**src/rtl/store_buffer_pkg.sv**
```systemverilog
// Shared types and helpers for the posted-write store buffer.
// Optional exact-match forwarding is enabled with STORE_BUF_FWD_EN.
package store_buffer_pkg;

  localparam int SB_DATA_W = 32;
  localparam int SB_ADDR_W = 32;

  typedef struct packed {
    logic                 valid;
    logic [SB_ADDR_W-1:0] addr;
    logic [SB_DATA_W-1:0] data;
  } sb_entry_t;

  // Word ranges [a,a+3] and [b,b+3] intersect; widened so a+3 never wraps.
  function automatic logic sb_overlap(
    input logic [SB_ADDR_W-1:0] a,
    input logic [SB_ADDR_W-1:0] b
  );
    logic [SB_ADDR_W:0] ae;
    logic [SB_ADDR_W:0] be;
    ae = {1'b0, a};
    be = {1'b0, b};
    return (ae <= be + (SB_ADDR_W+1)'(3)) &&
           (be <= ae + (SB_ADDR_W+1)'(3));
  endfunction

endpackage

```
**src/rtl/sb_match_unit.sv**
```systemverilog
// Per-entry load overlap compare; with STORE_BUF_FWD_EN also the
// exact-match vector and youngest overlapping entry (offset from head).
module sb_match_unit
  import store_buffer_pkg::*;
#(
  parameter int DEPTH = 4,
  localparam int PTR_W = $clog2(DEPTH)
) (
  input  logic [DEPTH-1:0]     vld,
  input  logic [SB_ADDR_W-1:0] addrs [DEPTH],
  input  logic [SB_ADDR_W-1:0] ld_addr,
  output logic [DEPTH-1:0]     overlap
`ifdef STORE_BUF_FWD_EN
  ,
  input  logic [PTR_W-1:0]     head,
  output logic [DEPTH-1:0]     match,
  output logic [PTR_W-1:0]     yng_off,
  output logic                 yng_hit
`endif
);

  always_comb begin
    overlap = '0;
    for (int i = 0; i < DEPTH; i++) begin
      overlap[i] = vld[i] && sb_overlap(addrs[i], ld_addr);
    end
  end

`ifdef STORE_BUF_FWD_EN
  logic [PTR_W-1:0] idx;

  always_comb begin
    match = '0;
    for (int i = 0; i < DEPTH; i++) begin
      match[i] = vld[i] && (addrs[i] == ld_addr);
    end
  end

  // Walk oldest to youngest; the last overlapping entry wins.
  always_comb begin
    yng_off = '0;
    yng_hit = 1'b0;
    idx     = '0;
    for (int k = 0; k < DEPTH; k++) begin
      idx = head + PTR_W'(k);
      if (overlap[idx]) begin
        yng_off = PTR_W'(k);
        yng_hit = match[idx];
      end
    end
  end
`endif

endmodule

```
**src/rtl/store_buffer.sv**
```systemverilog
// Posted-write store FIFO in front of the 32-byte big-endian data memory.
// Define STORE_BUF_FWD_EN to forward exact-match stores to loads.
module store_buffer
  import store_buffer_pkg::*;
#(
  parameter int DEPTH = 4,
  localparam int PTR_W = $clog2(DEPTH)
) (
  input  logic                 clk,
  input  logic                 rst,
  input  logic                 st_valid,
  input  logic [SB_ADDR_W-1:0] st_addr,
  input  logic [SB_DATA_W-1:0] st_data,
  output logic                 st_ready,
  input  logic                 ld_valid,
  input  logic [SB_ADDR_W-1:0] ld_addr,
  output logic [SB_DATA_W-1:0] ld_data,
  output logic                 ld_ready,
  output logic [SB_ADDR_W-1:0] dm_addr,
  output logic [SB_DATA_W-1:0] dm_wdata,
  output logic                 dm_write,
  input  logic [SB_DATA_W-1:0] dm_rdata,
  output logic                 sb_empty,
  output logic [PTR_W:0]       sb_count
);

  sb_entry_t            entries [DEPTH];
  logic [PTR_W-1:0]     head;
  logic [PTR_W-1:0]     tail;
  logic [PTR_W:0]       count;
  logic [DEPTH-1:0]     vld;
  logic [SB_ADDR_W-1:0] addrs [DEPTH];
  logic [DEPTH-1:0]     overlap;
  logic                 any_ovl;
  logic                 load_own;
  logic                 push;
  logic                 pop;

  always_comb begin
    for (int i = 0; i < DEPTH; i++) begin
      vld[i]   = entries[i].valid;
      addrs[i] = entries[i].addr;
    end
  end

`ifdef STORE_BUF_FWD_EN
  logic [DEPTH-1:0] match;
  logic [PTR_W-1:0] yng_off;
  logic             yng_hit;
  logic [PTR_W-1:0] fwd_idx;
  assign fwd_idx = head + yng_off;
`endif

  sb_match_unit #(.DEPTH(DEPTH)) u_match (
    .vld     (vld),
    .addrs   (addrs),
    .ld_addr (ld_addr),
    .overlap (overlap)
`ifdef STORE_BUF_FWD_EN
    ,
    .head    (head),
    .match   (match),
    .yng_off (yng_off),
    .yng_hit (yng_hit)
`endif
  );

  assign any_ovl  = |overlap;
  assign load_own = ld_valid && !any_ovl;
  assign st_ready = count < (PTR_W+1)'(DEPTH);
  assign push     = st_valid && st_ready;
  assign pop      = (count != '0) && !load_own;
  assign sb_empty = (count == '0);
  assign sb_count = count;

  always_comb begin
    dm_addr  = '0;
    dm_wdata = '0;
    dm_write = 1'b0;
    ld_ready = 1'b0;
    ld_data  = '0;
    if (load_own) begin
      dm_addr  = ld_addr;
      ld_data  = dm_rdata;
      ld_ready = 1'b1;
    end else if (count != '0) begin
      dm_addr  = entries[head].addr;
      dm_wdata = entries[head].data;
      dm_write = 1'b1;
    end
`ifdef STORE_BUF_FWD_EN
    if (ld_valid && any_ovl && yng_hit) begin
      ld_ready = 1'b1;
      ld_data  = entries[fwd_idx].data;
    end
`endif
  end

  always_ff @(posedge clk or posedge rst) begin
    if (rst) begin
      head  <= '0;
      tail  <= '0;
      count <= '0;
      for (int i = 0; i < DEPTH; i++) begin
        entries[i] <= '0;
      end
    end else begin
      if (push) begin
        entries[tail] <= '{valid: 1'b1, addr: st_addr, data: st_data};
        tail          <= tail + 1'b1;
      end
      if (pop) begin
        entries[head].valid <= 1'b0;
        head                <= head + 1'b1;
      end
      count <= count + (PTR_W+1)'(push) - (PTR_W+1)'(pop);
    end
  end

endmodule

```
**config.mk**
```make
export PLATFORM = sky130hd
export DESIGN_NAME = store_buffer
export DESIGN_NICKNAME = d
export VERILOG_FILES = /design/src/rtl/store_buffer_pkg.sv /design/src/rtl/sb_match_unit.sv /design/src/rtl/store_buffer.sv
export SDC_FILE = /design/constraint.sdc
export NUM_CORES = 1
export LEC_CHECK = 0
export CAP_MARGIN = 20
export CORE_MARGIN = 2
export CORE_UTILIZATION = 25
export DETAILED_ROUTE_END_ITERATION = 16
export SLEW_MARGIN = 20
export SYNTH_ARGS = -nofsm -noshare
export SYNTH_HDL_FRONTEND = slang
export SYNTH_SLANG_ARGS = --single-unit
```
**constraint.sdc**
```tcl
create_clock -name clk -period 15.35 [get_ports clk]
set_clock_uncertainty 0.1 [all_clocks]
set_input_delay 4.605 -clock clk [delete_from_list [all_inputs] [get_ports clk]]
set_output_delay 4.605 -clock clk [all_outputs]
set_load 0.01 [all_outputs]
```
==> metrics.cfg, run 1 <==
[route]
routed-via-count = 16619
first_pass_iters = 8
via_per_inst = 5.03
drc_errors = 0
wl_met1_um = 31500
wl_um = 69900
route.met3.wl_um = 4140
wl_met2_um = 32800
drtIter0Drc = 1033
wl_per_cell_um = 21.1
drtAntennaViolNets = 0
top_layer = met5

[floorplan]
num_rows = 105
core_um2 = 82200
die_area_um2 = 85400
chipHeight_um = 292
start_util = 0.253
pin_count = 235
dieWidth_um = 292

[timing]
setup_violations = 0
finalSetupTns_ns = 0
fmax_ghz = 0.0665
fin_crit_sh = 0.980
finalHoldViolCount = 0
maxSlewViolCount = 0
tightest_slew_ns = 0.943
rsz0062_at_grt = no
post-route-min-period_ns = 15.05
relSlewSlack = 0.366

[cells_and_area]
num-fill-cells = 8529
final_util = 0.314
final_common_cell = ha_1
area_growth_pct = 24.5
mostFrequentLayoutCells = ha_1 (266), dfrtp_1 (265), mux2_2 (256), clkdlybuf4s50_1 (234), nand2_1 (156)
fin_cells = 3307
drive_above_1_share = 0.199
fin_nets = 2610

[worst_setup_path]
cp_slowest_stage_delay_ns = 0.56
critPathArrivalTime_ns = 10.34
worstPathMaxFanout = 26
critPathKind = primary input to output pin
path_cells = clkdlybuf4s50_1, inv_1, ha_1, or3b_1, or3_4, nor2_2, nand2_1, xor2_2, ha_1, nand2_1, or3_4, or4_1, or4_1, o2111ai_1, nand3_1, and4_4, nor2_4, buf_12, and2_1, clkdlybuf4s50_1
end_kind = output pin
critPathTopFamily = simple AND/OR/NAND/NOR gates
worst_setup_path_start_kind = primary input
crit_required_ns = 10.65
slowest_stage = or4_1
path_buf_inv = 4

[cts]
cts_sinks = 267
clk_path_buf_depth = 3
cts_buffers = 34
cts_tree = done
clk_pin_slew_worst_paths_ns = 0.05
h-tree-depth = 2
root_buffer = clkbuf_16
clk_latency_ns = 0.55
hold_buffers = 0

[logic_synthesis]
syn_area_um2 = 20800
synthFlopType = dfrtp_1
syn_avg_cell_area_um2 = 10.6
synth_seq_cells = 267
ys_types = 64
ys_seq_area_frac = 0.322
synth_top_area_share = 0.322
ys_warn_count = 0
async_reset_ff_frac = 1.00
yosys.area.top_type = dfrtp_1
syn_inst = 1951
synth_edf_count = 0
syn_nets = 2350
synthTopCellsByArea = dfrtp_1 (32%), ha_1 (16%), mux2_2 (14%), mux4_2 (6.9%), xor2_1 (4.2%)

[grt]
grt_pass1_wl_um = 106000
antenna_found_initial = 6
grt_overflow = 0
grt_max_degree = 148
track_usage = 0.162
grt_pass1_vias = 16854

[placed_design]
dp_hpwl_um = 53000
gp_congestion = 0.903
dp_cells = 3245
portBuffers = 234

[power]
p_sw_frac = 0.411
p_clk_frac = 0.149
ir_drop_mv = 0.119
switching_power_mw = 2.17
comb_power_share = 0.552
leakagePower_nw = 10.7
power_frac_seq = 0.299
p_int_mw = 3.10
p_per_area_nw_per_um2 = 204

[job]
maxCapViolCount = 0

[status]
status = completed

[worst_hold_path]
hold_path_class = flip-flop to flip-flop

-- power by group through the flow --
stage / combinational (mW) / sequential (mW) / clock [mW]
global route: 3.21 / 1.64 / 0.835
global placement: 2.89 / 1.57 / 0
finish: 2.91 / 1.58 / 0.785
CTS: 2.94 / 1.57 / 0.808
detailed placement: 2.92 / 1.58 / 0
floorplan: 1.95 / 1.34 / 0
-- area by class of cell --
type	instances	area (µm²)	share of cell area
diodes	1	2.50	0.0000968
inverters	30	120	0.00464
well taps	1070	1340	0.0518
clock buffers	50	1000	0.0388
clock inverters	11	92.6	0.00358
multi-input cells	1593	13800	0.534
repair buffers	285	2800	0.108
flip-flops and latches	267	6690	0.259
-- cells in the mapped netlist, drive strengths merged (3+ instances only) --
master / n
dfrtp: 267
ha: 266
mux2: 257
nand2: 160
a21oi: 101
xor2: 99
o21ai: 81
and2: 74
nand3: 73
nor2: 66
mux4: 64
nand4: 60
xnor2: 56
clkbuf: 47
nand2b: 39
inv: 30
and3: 28
a21o: 24
and4: 20
nor3: 20
buf: 14
a211oi: 11
nor2b: 11
nor4: 10
o211ai: 6
o31ai: 5
a221oi: 4
a31oi: 4
nor3b: 4
nor4b: 4
o2111ai: 4
or3: 4
a2111oi: 3
a21boi: 3
a221o: 3
and4b: 3
o22ai: 3
-- stage by stage --
step	setup WS (ns)	cell area (µm²)	hold WS, ns	power (mW)
after detailed placement	0.219	24700	0.387	4.50
after global placement	0.297	24700	0.382	4.45
final	0.301	25900	0.397	5.27
after global routing	0.0177	25900	0.406	5.68
after floorplan	1.79	20800	0.374	3.29
after CTS	0.193	25800	0.401	5.32
-- repair_timing --
item | CTS | global route
buffers inserted | 0 | 0
resized for setup | 0 | 8
setup endpoints to repair | 0 | 97
-- worst register-to-register path: cells and delay by family, from the launching register on --
kind	cells	cell delay, ns
buffers and inverters	1	0.18
adder cells (fa/ha/maj)	3	0.86
AND/OR/NAND/NOR	12	3.18
XOR/XNOR	3	0.39
flip-flops	1	0.49
AO/OA/AOI/OAI	3	1.20
-- cells by family (layout without fill, tap and decap cells) --
family | Yosys count | in the layout | synth area share
AO/OA/AOI/OAI | 267 | 267 | 0.0761
XOR/XNOR | 155 | 155 | 0.0653
other | 0 | 1 | 0
multiplexers | 321 | 321 | 0.209
adder cells (fa/ha/maj) | 267 | 267 | 0.161
AND/OR/NAND/NOR | 583 | 583 | 0.149
buffers and inverters | 91 | 376 | 0.0181
flip-flops | 267 | 267 | 0.322
-- metal layers --
metal / track usage / vias up
li1: - / 7775
met1: 0.217 / 8318
met2: 0.270 / 447
met3: 0.0302 / 73
met4: 0.0379 / 6
met5: 0 / -
-- final timing paths --
| path | startpoint | endpoint | slack [ns] | depth (start not counted) |
|---|---|---|---|---|
| setup / recovery | ld_addr[0] | dm_wdata[12] | 0.30 | 20 |
| hold / removal | flip-flop | flip-flop | 0.40 | 1 |
| setup reg to reg | flip-flop | sb_count[2] | 8.85 | 22 |
| hold reg to reg | flip-flop | flip-flop | 0.40 | 1 |
| max in group asynchronous | rst | async pin | 9.30 | 3 |
| min in group asynchronous | rst | async pin | 4.51 | 2 |
No activity file was read; power rests on OpenSTA's default activity.
==> run 2: changes to the inputs <==
CORE_MARGIN = 4   (was 2)
==> run 2 against run 1 <==
Effect of this change:
- largest cell class unchanged
- cell area increased by 0.28%
- global-route usage decreased by 0.43 points
- hold slack improved by 0.0017 ns
==> metrics.cfg, run 2 (synthesized netlist as in run 1, its figures left out) <==
[worst_setup_path]
worst_setup_path_start_kind = primary input
critPathArrivalTime_ns = 10.36  ; +0.02 ns
end_kind = output pin
slowest_stage = clkdlybuf4s50_1
cp_slowest_stage_delay_ns = 0.62  ; +0.06 ns
crit_required_ns = 10.65  ; about the same
path_cells = clkdlybuf4s50_1, and3_1, nand3_1, nor3_1, buf_4, and4_1, and2_1, nor2b_2, nand4_1, xor2_1, ha_1, nand2_1, or3_4, or4_1, or4_1, o2111ai_1, nand3_1, and4_4, buf_4, buf_12, o21ai_0, clkdlybuf4s50_1
r2r-end = sb_count[2]
critPathKind = primary input to output pin
ff2ff_path_depth = 21  ; -4.5%
r2r_setup_slack_ns = 8.53  ; -0.32 ns
worstPathMaxFanout = 55  ; +110%

[grt]
grt_pass1_wl_um = 106000  ; +0.17%
antenna_found_initial = 7  ; +1
grt_pass1_vias = 17023  ; +1.0%
track_usage = 0.158  ; -0.00428
grt_max_degree = 82  ; -45%
grt_overflow = 0  ; unchanged

[route]
drtAntennaViolNets = 0  ; unchanged
first_pass_iters = 5  ; -3
drc_errors = 0  ; unchanged
routed-via-count = 16660  ; +0.25%
drtIter0Drc = 1024  ; -0.87%
wl_um = 71100  ; +1.8%
via_per_inst = 5.00  ; -0.48%
wl_per_cell_um = 21.3  ; +1.0%

[cts]
h-tree-depth = 1  ; -1
clk_path_buf_depth = 3  ; unchanged
cts_tree = done
post-cts-setup-buffer-count = 0  ; unchanged
cts_sinks = 267  ; unchanged
cts_buffers = 31  ; -8.8%
clk_pin_slew_worst_paths_ns = 0.06  ; about the same
root_buffer = clkbuf_16
clk_latency_ns = 0.58  ; +0.03 ns

[cells_and_area]
area_growth_pct = 24.8
final_common_cell = ha_1
drive_above_1_share = 0.209  ; +0.00957
multi_input_area_um2 = 13800  ; about the same
final_util = 0.315  ; +0.000882
num-fill-cells = 8423  ; -1.2%
mostFrequentLayoutCells = ha_1 (266), dfrtp_1 (265), mux2_2 (256), clkdlybuf4s50_1 (232), nand2_1 (156)
fin_nets = 2637  ; +1.0%
fin_cells = 3331  ; +0.73%
seq_area_um2 = 6690  ; unchanged

[power]
ir_drop_mv = 0.131  ; +10%
power_frac_seq = 0.306  ; +0.007
switching_power_mw = 2.17  ; +0.23%
p_int_mw = 3.05  ; -1.6%
leakagePower_nw = 10.8  ; +0.96%
comb_power_share = 0.554  ; +0.002
p_total_mw = 5.22  ; -0.85%
p_clk_frac = 0.140  ; -0.009
p_sw_frac = 0.416  ; +0.00445
p_per_area_nw_per_um2 = 201  ; -1.1%

[floorplan]
core_um2 = 82200  ; unchanged
die_area_um2 = 87800  ; +2.8%
pin_count = 235  ; unchanged
dieWidth_um = 296  ; +1.4%
chipHeight_um = 296  ; +1.4%
start_util = 0.253  ; unchanged
num_rows = 105  ; unchanged

[worst_hold_path]
whs_path_depth = 1  ; unchanged
hold_path_class = flip-flop to flip-flop

[timing]
fmax_ghz = 0.0664  ; about the same
finalHoldViolCount = 0  ; unchanged
tightest_slew_ns = 1.08  ; +0.137 ns
fin_hold_ws_ns = 0.399  ; +0.00169 ns
maxSlewViolCount = 0  ; unchanged
setup_violations = 0  ; unchanged
fin_crit_sh = 0.981  ; about the same
relSlewSlack = 0.261  ; -0.104
timing.final.ws_setup_ns = 0.286  ; -0.0150 ns
post-route-min-period_ns = 15.06  ; +0.0150 ns

[placed_design]
dp_hpwl_um = 53900  ; +1.6%
gp_congestion = 0.935  ; +3.6%
dp_cells = 3274  ; +0.89%
dp_slack_ns = 0.0368  ; -0.182 ns
portBuffers = 234  ; unchanged

[job]
maxCapViolCount = 0  ; unchanged

[status]
status = completed

run 2: cell count changes in the layout (fill, tap and decap cells not counted), sizes merged:
cell | before | now
nor2 | 66 | 67
dlymetal6s2s | 0 | 2
bufinv | 0 | 2
buf | 51 | 80
clkbuf | 50 | 39
clkdlybuf4s50 | 234 | 232
diode | 1 | 3
inv | 30 | 31
run 2: area by class of cell:
class | instances | area share
inverters | 30 | 0.00463
clock inverters | 14 | 0.00521
diodes | 3 | 0.000289
repair buffers | 314 | 0.115
clock buffers | 39 | 0.0330
flip-flops and latches | 267 | 0.258
multi-input cells | 1594 | 0.533
well taps | 1070 | 0.0516
run 2: worst max-delay path, delay by kind of cell:
family          cells  cell delay (ns)
simple gates       13             3.20
buf+inv             5             1.63
compound gates      2             0.43
fa+ha+maj           1             0.29
xor+xnor            1             0.18
run 2: repair_timing:
action	in CTS	in global routing
gates resized for setup	0	12
hold buffers	0	0
endpoints found under the hold margin	0	0
setup endpoints to repair	0	98
run 2: power by group through the flow:
stage | clock (mW) | sequential [mW] | combinational, mW
2_1_floorplan | 0 | 1.34 | 1.95
3_3_place_gp | 0 | 1.59 | 2.85
3_5_place_dp | 0 | 1.60 | 2.89
4_1_cts | 0.755 | 1.59 | 2.91
5_1_grt | 0.782 | 1.65 | 3.21
6_report | 0.733 | 1.60 | 2.89
run 2: how the worst max path moves through the flow:
stage	startpoint	to	slack [ns]
6_report	ld_addr[7]	dm_addr[21]	0.29
5_1_grt	ld_addr[9]	dm_addr[1]	-0.03
4_1_cts	ld_addr[7]	dm_wdata[23]	0.02
3_5_place_dp	ld_addr[7]	dm_wdata[23]	0.04
3_3_place_gp	ld_addr[9]	dm_wdata[23]	0.12
2_1_floorplan	ld_addr[0]	dm_addr[24]	1.79
run 2: layer usage:
metal / track usage / wire, µm
met4: 0.0454 / 2110
met2: 0.263 / 33100
met5: 0 / 41
met3: 0.0338 / 4740
met1: 0.206 / 31100
run 2: per-stage QoR:
stage                     setup TNS [ns]  cell area (µm²)
after global routing             -0.0381            25900
final                                  0            25900
after CTS                              0            25900
after floorplan                        0            20800
after global placement                 0            24900
after detailed placement               0            24900
==> edit 1 (settings of run 1) <==
Add a define of `STORE_BUF_FWD_EN`.
--- a/src/rtl/sb_match_unit.sv
+++ b/src/rtl/sb_match_unit.sv
@@ -1,4 +1,6 @@
 // Per-entry load overlap compare; with STORE_BUF_FWD_EN also the
 // exact-match vector and youngest overlapping entry (offset from head).
+`define STORE_BUF_FWD_EN
+
 module sb_match_unit
   import store_buffer_pkg::*;
Function: changed (a bounded check fails within 4 cycles, from zero or initial values and one cycle with rst high).
==> edit 1 against run 1 <==
  * Worst setup slack got worse by 0.18 ns
  * Clock power is 3.6% higher
  * Combinational power grew 63%
  * Power is 40% higher
  * Hold slack improved by 0.028 ns
  * Cell area grew 16%
  * Sequential cell count unchanged
  * Wire length rose by 33%
  * Area after synthesis is 12% higher
  * Largest cell class unchanged
  * Highest routed layer unchanged
==> edit 1: results (changes against run 1) <==
Floorplan
  – Tap cell count: 1254 (was 1070)

GRT
  – GRT met3 Usage: 4.748% (was 3.020%)
  – Initial antenna violation count: 10 (was 6)
  – Met1 GRT Util: 24.54% (was 21.70%)
  – GRT met2 Usage: 30.64% (was 26.97%)

Route
  – Via count: 20640 (was 16620)
  – Metal3 WL: 7775 um (was 4144 um)

Setup path
  – Top Family by Delay on Critical Path: buffers and inverters (was simple AND/OR/NAND/NOR gates)
  – Slowest stage cell on the critical path: mux4_2 (was or4_1)
  – CP max stage delay: 0.54 ns (was 0.56 ns)

Place
  – Post-DP Area: 0.02803 sq mm (was 0.02471 sq mm)
  – Cells after DPL: 3851 (was 3245)

Synthesis
  – Adder-Cell Fraction of Synth Area: 14.39% (was 16.12%)
  – Synth cell types: 67 (was 64)
  – Post-synthesis xor/xnor area fraction: 10.50% (was 6.535%)

Power
  – Peak VDD IR: 0.0001862 V (was 0.0001187 V)

Finish
  – Area grow syn2layout: 28.73% (was 24.48%)
  – Non-clock buffer share: 13.22% (was 10.83%)
  – Non-clock buffers: 426 (was 285)
  – Multi-input gate area: 0.01659 sq mm (was 0.01382 sq mm)
  – Clock Buffer Count: 51 (was 50)
  – Comb_multi_in: 1895 (was 1593)
  – # nets final: 3065 (was 2610)
  – Inverters: 40 (was 30)

Clock tree
  – Worst-Skew Late Latency: 0.57 ns (was 0.55 ns)
  – CTS-repair resized insts: 83 (was 0)

STA
  – Slew @ Worst Pin: 1.063 ns (was 0.9430 ns)

Status
  – Status: finished clean (unchanged)
-- edit 1: cell count changes after synthesis, sizes merged, moves of 35 or more --
| cell | delta |
|---|---|
| xnor2 | +36 |
| xor2 | +89 |
| nand2 | +43 |
| o22ai | +64 |
| and2 | -64 |
| clkbuf | +59 |
| nor2 | +35 |
-- edit 1: stage by stage --
step / hold slack [ns] / setup WS (ns) / power (mW)
after floorplan: 0.3970 / 0.8396 / 4.089
after global placement: 0.4091 / -0.5384 / 5.796
after detailed placement: 0.4163 / -0.6000 / 5.855
after CTS: 0.4278 / 0.02817 / 6.923
after global routing: 0.4446 / -0.06191 / 7.881
final: 0.4255 / 0.1169 / 7.399
-- edit 1: power by group --
part	internal, mW	total [mW]	switching [mW]
combinational	2.44	4.74	2.31
sequential	1.06	1.84	0.785
clock	0.471	0.813	0.342
total	3.97	7.40	3.43
-- edit 1: worst paths after layout --
check | slack (ns) | endpoint | start | cells after the start
setup / recovery | 0.12 | ld_data[27] | ld_addr[12] | 32
min in group asynchronous | 4.39 | async pin | rst | 2
max in group asynchronous | 9.32 | head[0]$_DFFE_PP0P_ | rst | 3
hold / removal | 0.43 | sb_count[0]$_DFF_PP0_ | sb_count[0]$_DFF_PP0_ | 1
hold reg to reg | 0.43 | sb_count[0]$_DFF_PP0_ | sb_count[0]$_DFF_PP0_ | 1
setup reg to reg | 8.60 | sb_count[1]$_DFF_PP0_ | flop | 23
-- edit 1: logic make-up (layout without fill, tap and decap cells) --
family | after synthesis | count (layout)
buffers and inverters | 189 | 527
and+or+nand+nor | 649 | 649
xor gates and xnor gates | 280 | 280
DFF | 267 | 267
muxes | 336 | 336
AOI/OAI and AO/OA | 362 | 362
adders and majority gates | 268 | 268
==> edit 2 (flow settings as in run 1) <==
Without the edit above. Register the output `sb_count` once more, cleared by the reset; this adds one clock of latency there. The other outputs are not delayed to match.
--- a/src/rtl/store_buffer.sv
+++ b/src/rtl/store_buffer.sv
@@ -72,5 +72,11 @@
   assign pop      = (count != '0) && !load_own;
   assign sb_empty = (count == '0);
-  assign sb_count = count;
+  always_ff @(posedge clk or posedge rst) begin
+    if (rst) begin
+      sb_count <= '0;
+    end else begin
+      sb_count <= count;
+    end
+  end
 
   always_comb begin
Function: changed (a bounded check fails within 4 cycles, from zero or initial values and one cycle with rst high).
==> edit 2 against run 1 <==
  * Sequential cell count increased by 3
  * Wire length about the same
  * Worst setup slack improved by 0.072 ns
  * Cell area increased by 0.62%
  * Area after synthesis increased by 0.31%
  * Cell count about the same
  * Power increased by 1.9%
  * First-iteration DRC count decreased by 8.4%
  * Core utilization increased by 0.19 points
  * Clock power increased by 6.2%
  * Global-route usage about the same
  * Largest cell class unchanged
==> edit 2: results (changes against run 1) <==
Status
  – Status: finished clean (unchanged)

Synthesis
  – Synth Area in Compound Gates: 7.619% (was 7.607%)
  – Async set-reset flop share out of synthesis: 100.0% (unchanged)
  – Post-synthesis xor/xnor area fraction: 6.515% (was 6.535%)
  – Synth Net Count: 2337 (was 2350)
  – Synth cell count leaders: 270 x dfrtp_1, 266 x ha_1, 256 x mux2_2, 138 x nand2_1, 108 x xor2_1 (was 267 x dfrtp_1, 266 x ha_1, 256 x mux2_2, 160 x nand2_1, 101 x a21oi_1)
  – Mux cell area share after synthesis: 20.80% (was 20.87%)
  – Adder-Cell Fraction of Synth Area: 16.07% (was 16.12%)
  – Seq/Total Area, Yosys: 32.42% (was 32.16%)

Finish
  – Layout cell share with drive strength beyond 1: 20.64% (was 19.95%)
  – # nets final: 2608 (was 2610)
  – Fin util: 31.64% (was 31.45%)
  – Fillers: 8465 (was 8529)

Power
  – Net Sw Frac: 40.69% (was 41.14%)
  – Leakage: 10.81 nW (was 10.66 nW)
  – Peak VDD IR: 0.0001182 V (was 0.0001187 V)

Route
  – 1st-iter DRT viols: 946 (was 1033)
  – Drt pass-1 iters: 5 (was 8)
  – Via density: 4.962 (was 5.025)
  – Average wire per standard cell: 21.12 um (was 21.13 um)

Place
  – HPWL after DPL: 53890 um (was 53040 um)
  – Gpl congestion: 0.9262 (was 0.9026)

Clock tree
  – # clock sinks: 270 (was 267)
  – Maximum buffer depth of the clock tree: 3 (unchanged)
  – Worst-Skew Late Latency: 0.57 ns (was 0.55 ns)

Setup path
  – Flop2flop setup slack: 8.55 ns (was 8.85 ns)
  – CP Capture Point: dm_wdata[9] (was dm_wdata[12])
  – CP max stage delay: 0.54 ns (was 0.56 ns)
  – CP max FO: 31 (was 26)
  – Reg2reg end: count[2]$_DFF_PP0_ (was sb_count[2]$_DFF_PP0_)
  – Crit path arrival time: 10.27 ns (was 10.34 ns)
  – Slowest stage cell on the critical path: clkdlybuf4s50_1 (was or4_1)

Hold path
  – Hold Path Cell Cnt: 0 (was 1)

GRT
  – Largest net degree at the start of global routing: 96 (was 148)
  – Initial antenna violation count: 5 (was 6)
  – First-pass GRT wire length: 105500 um (was 106000 um)
  – Overall routing resource usage: 16.15% (was 16.19%)
  – Number of global-route vias before repair: 16610 (was 16850)

STA
  – Slew @ Worst Pin: 1.171 ns (was 0.9430 ns)
edit 2: cell types whose count changed after synthesis, sizes merged, moves of 5 or more:
cell,before,now
nand2,160,138
nor2,66,58
o21ai,81,61
a21oi,101,96
clkbuf,47,54
xor2,99,108
o21a,2,8
a21o,24,31
xnor2,56,47
nand4,60,74
nand3,73,89
nand2b,39,34
edit 2: metal layers:
| metal | wire length, um | share of wire (%) | GRT usage, % | vias up |
|---|---|---|---|---|
| met5 | 53 | 0.076 | 0 | - |
| met4 | 2071 | 3.0 | 5.216 | 8 |
| met1 | 30370 | 44 | 20.63 | 8070 |
| met3 | 3429 | 4.9 | 2.466 | 104 |
| li1 | - | - | - | 7795 |
| met2 | 33890 | 49 | 27.83 | 422 |
edit 2: power groups by stage:
stage / logic (mW) / clock network (mW) / registers, mW
2_1_floorplan: 1.97 / 0 / 1.36
3_3_place_gp: 2.90 / 0 / 1.59
5_1_grt: 3.26 / 0.885 / 1.65
4_1_cts: 2.96 / 0.860 / 1.59
3_5_place_dp: 2.94 / 0 / 1.60
6_report: 2.94 / 0.834 / 1.59
edit 2: what timing repair did:
item | in CTS | in global routing
endpoints found under the setup margin | 0 | 93
hold buffers | 0 | 0
resized for setup | 0 | 7
buffers inserted | 0 | 1
edit 2: metrics by stage:
step           cells  hold WS (ns)  setup WS (ns)
2_1_floorplan   1938        0.2807          2.070
3_3_place_gp    3241        0.3267         0.1713
3_5_place_dp    3241        0.3183        0.03344
4_1_cts         3302        0.3428        0.02992
5_1_grt         3304        0.3595        0.01821
6_report        3305        0.3379         0.3732
edit 2: final cells by class:
cell class	count	area share, %
sequential	270	25.99
clock inverter	15	0.6347
timing repair buffer	299	11.05
multi-input combinational	1574	52.87
antenna	1	0.009617
tap	1070	5.145
inverter	30	0.4616
clock buffer	46	3.832
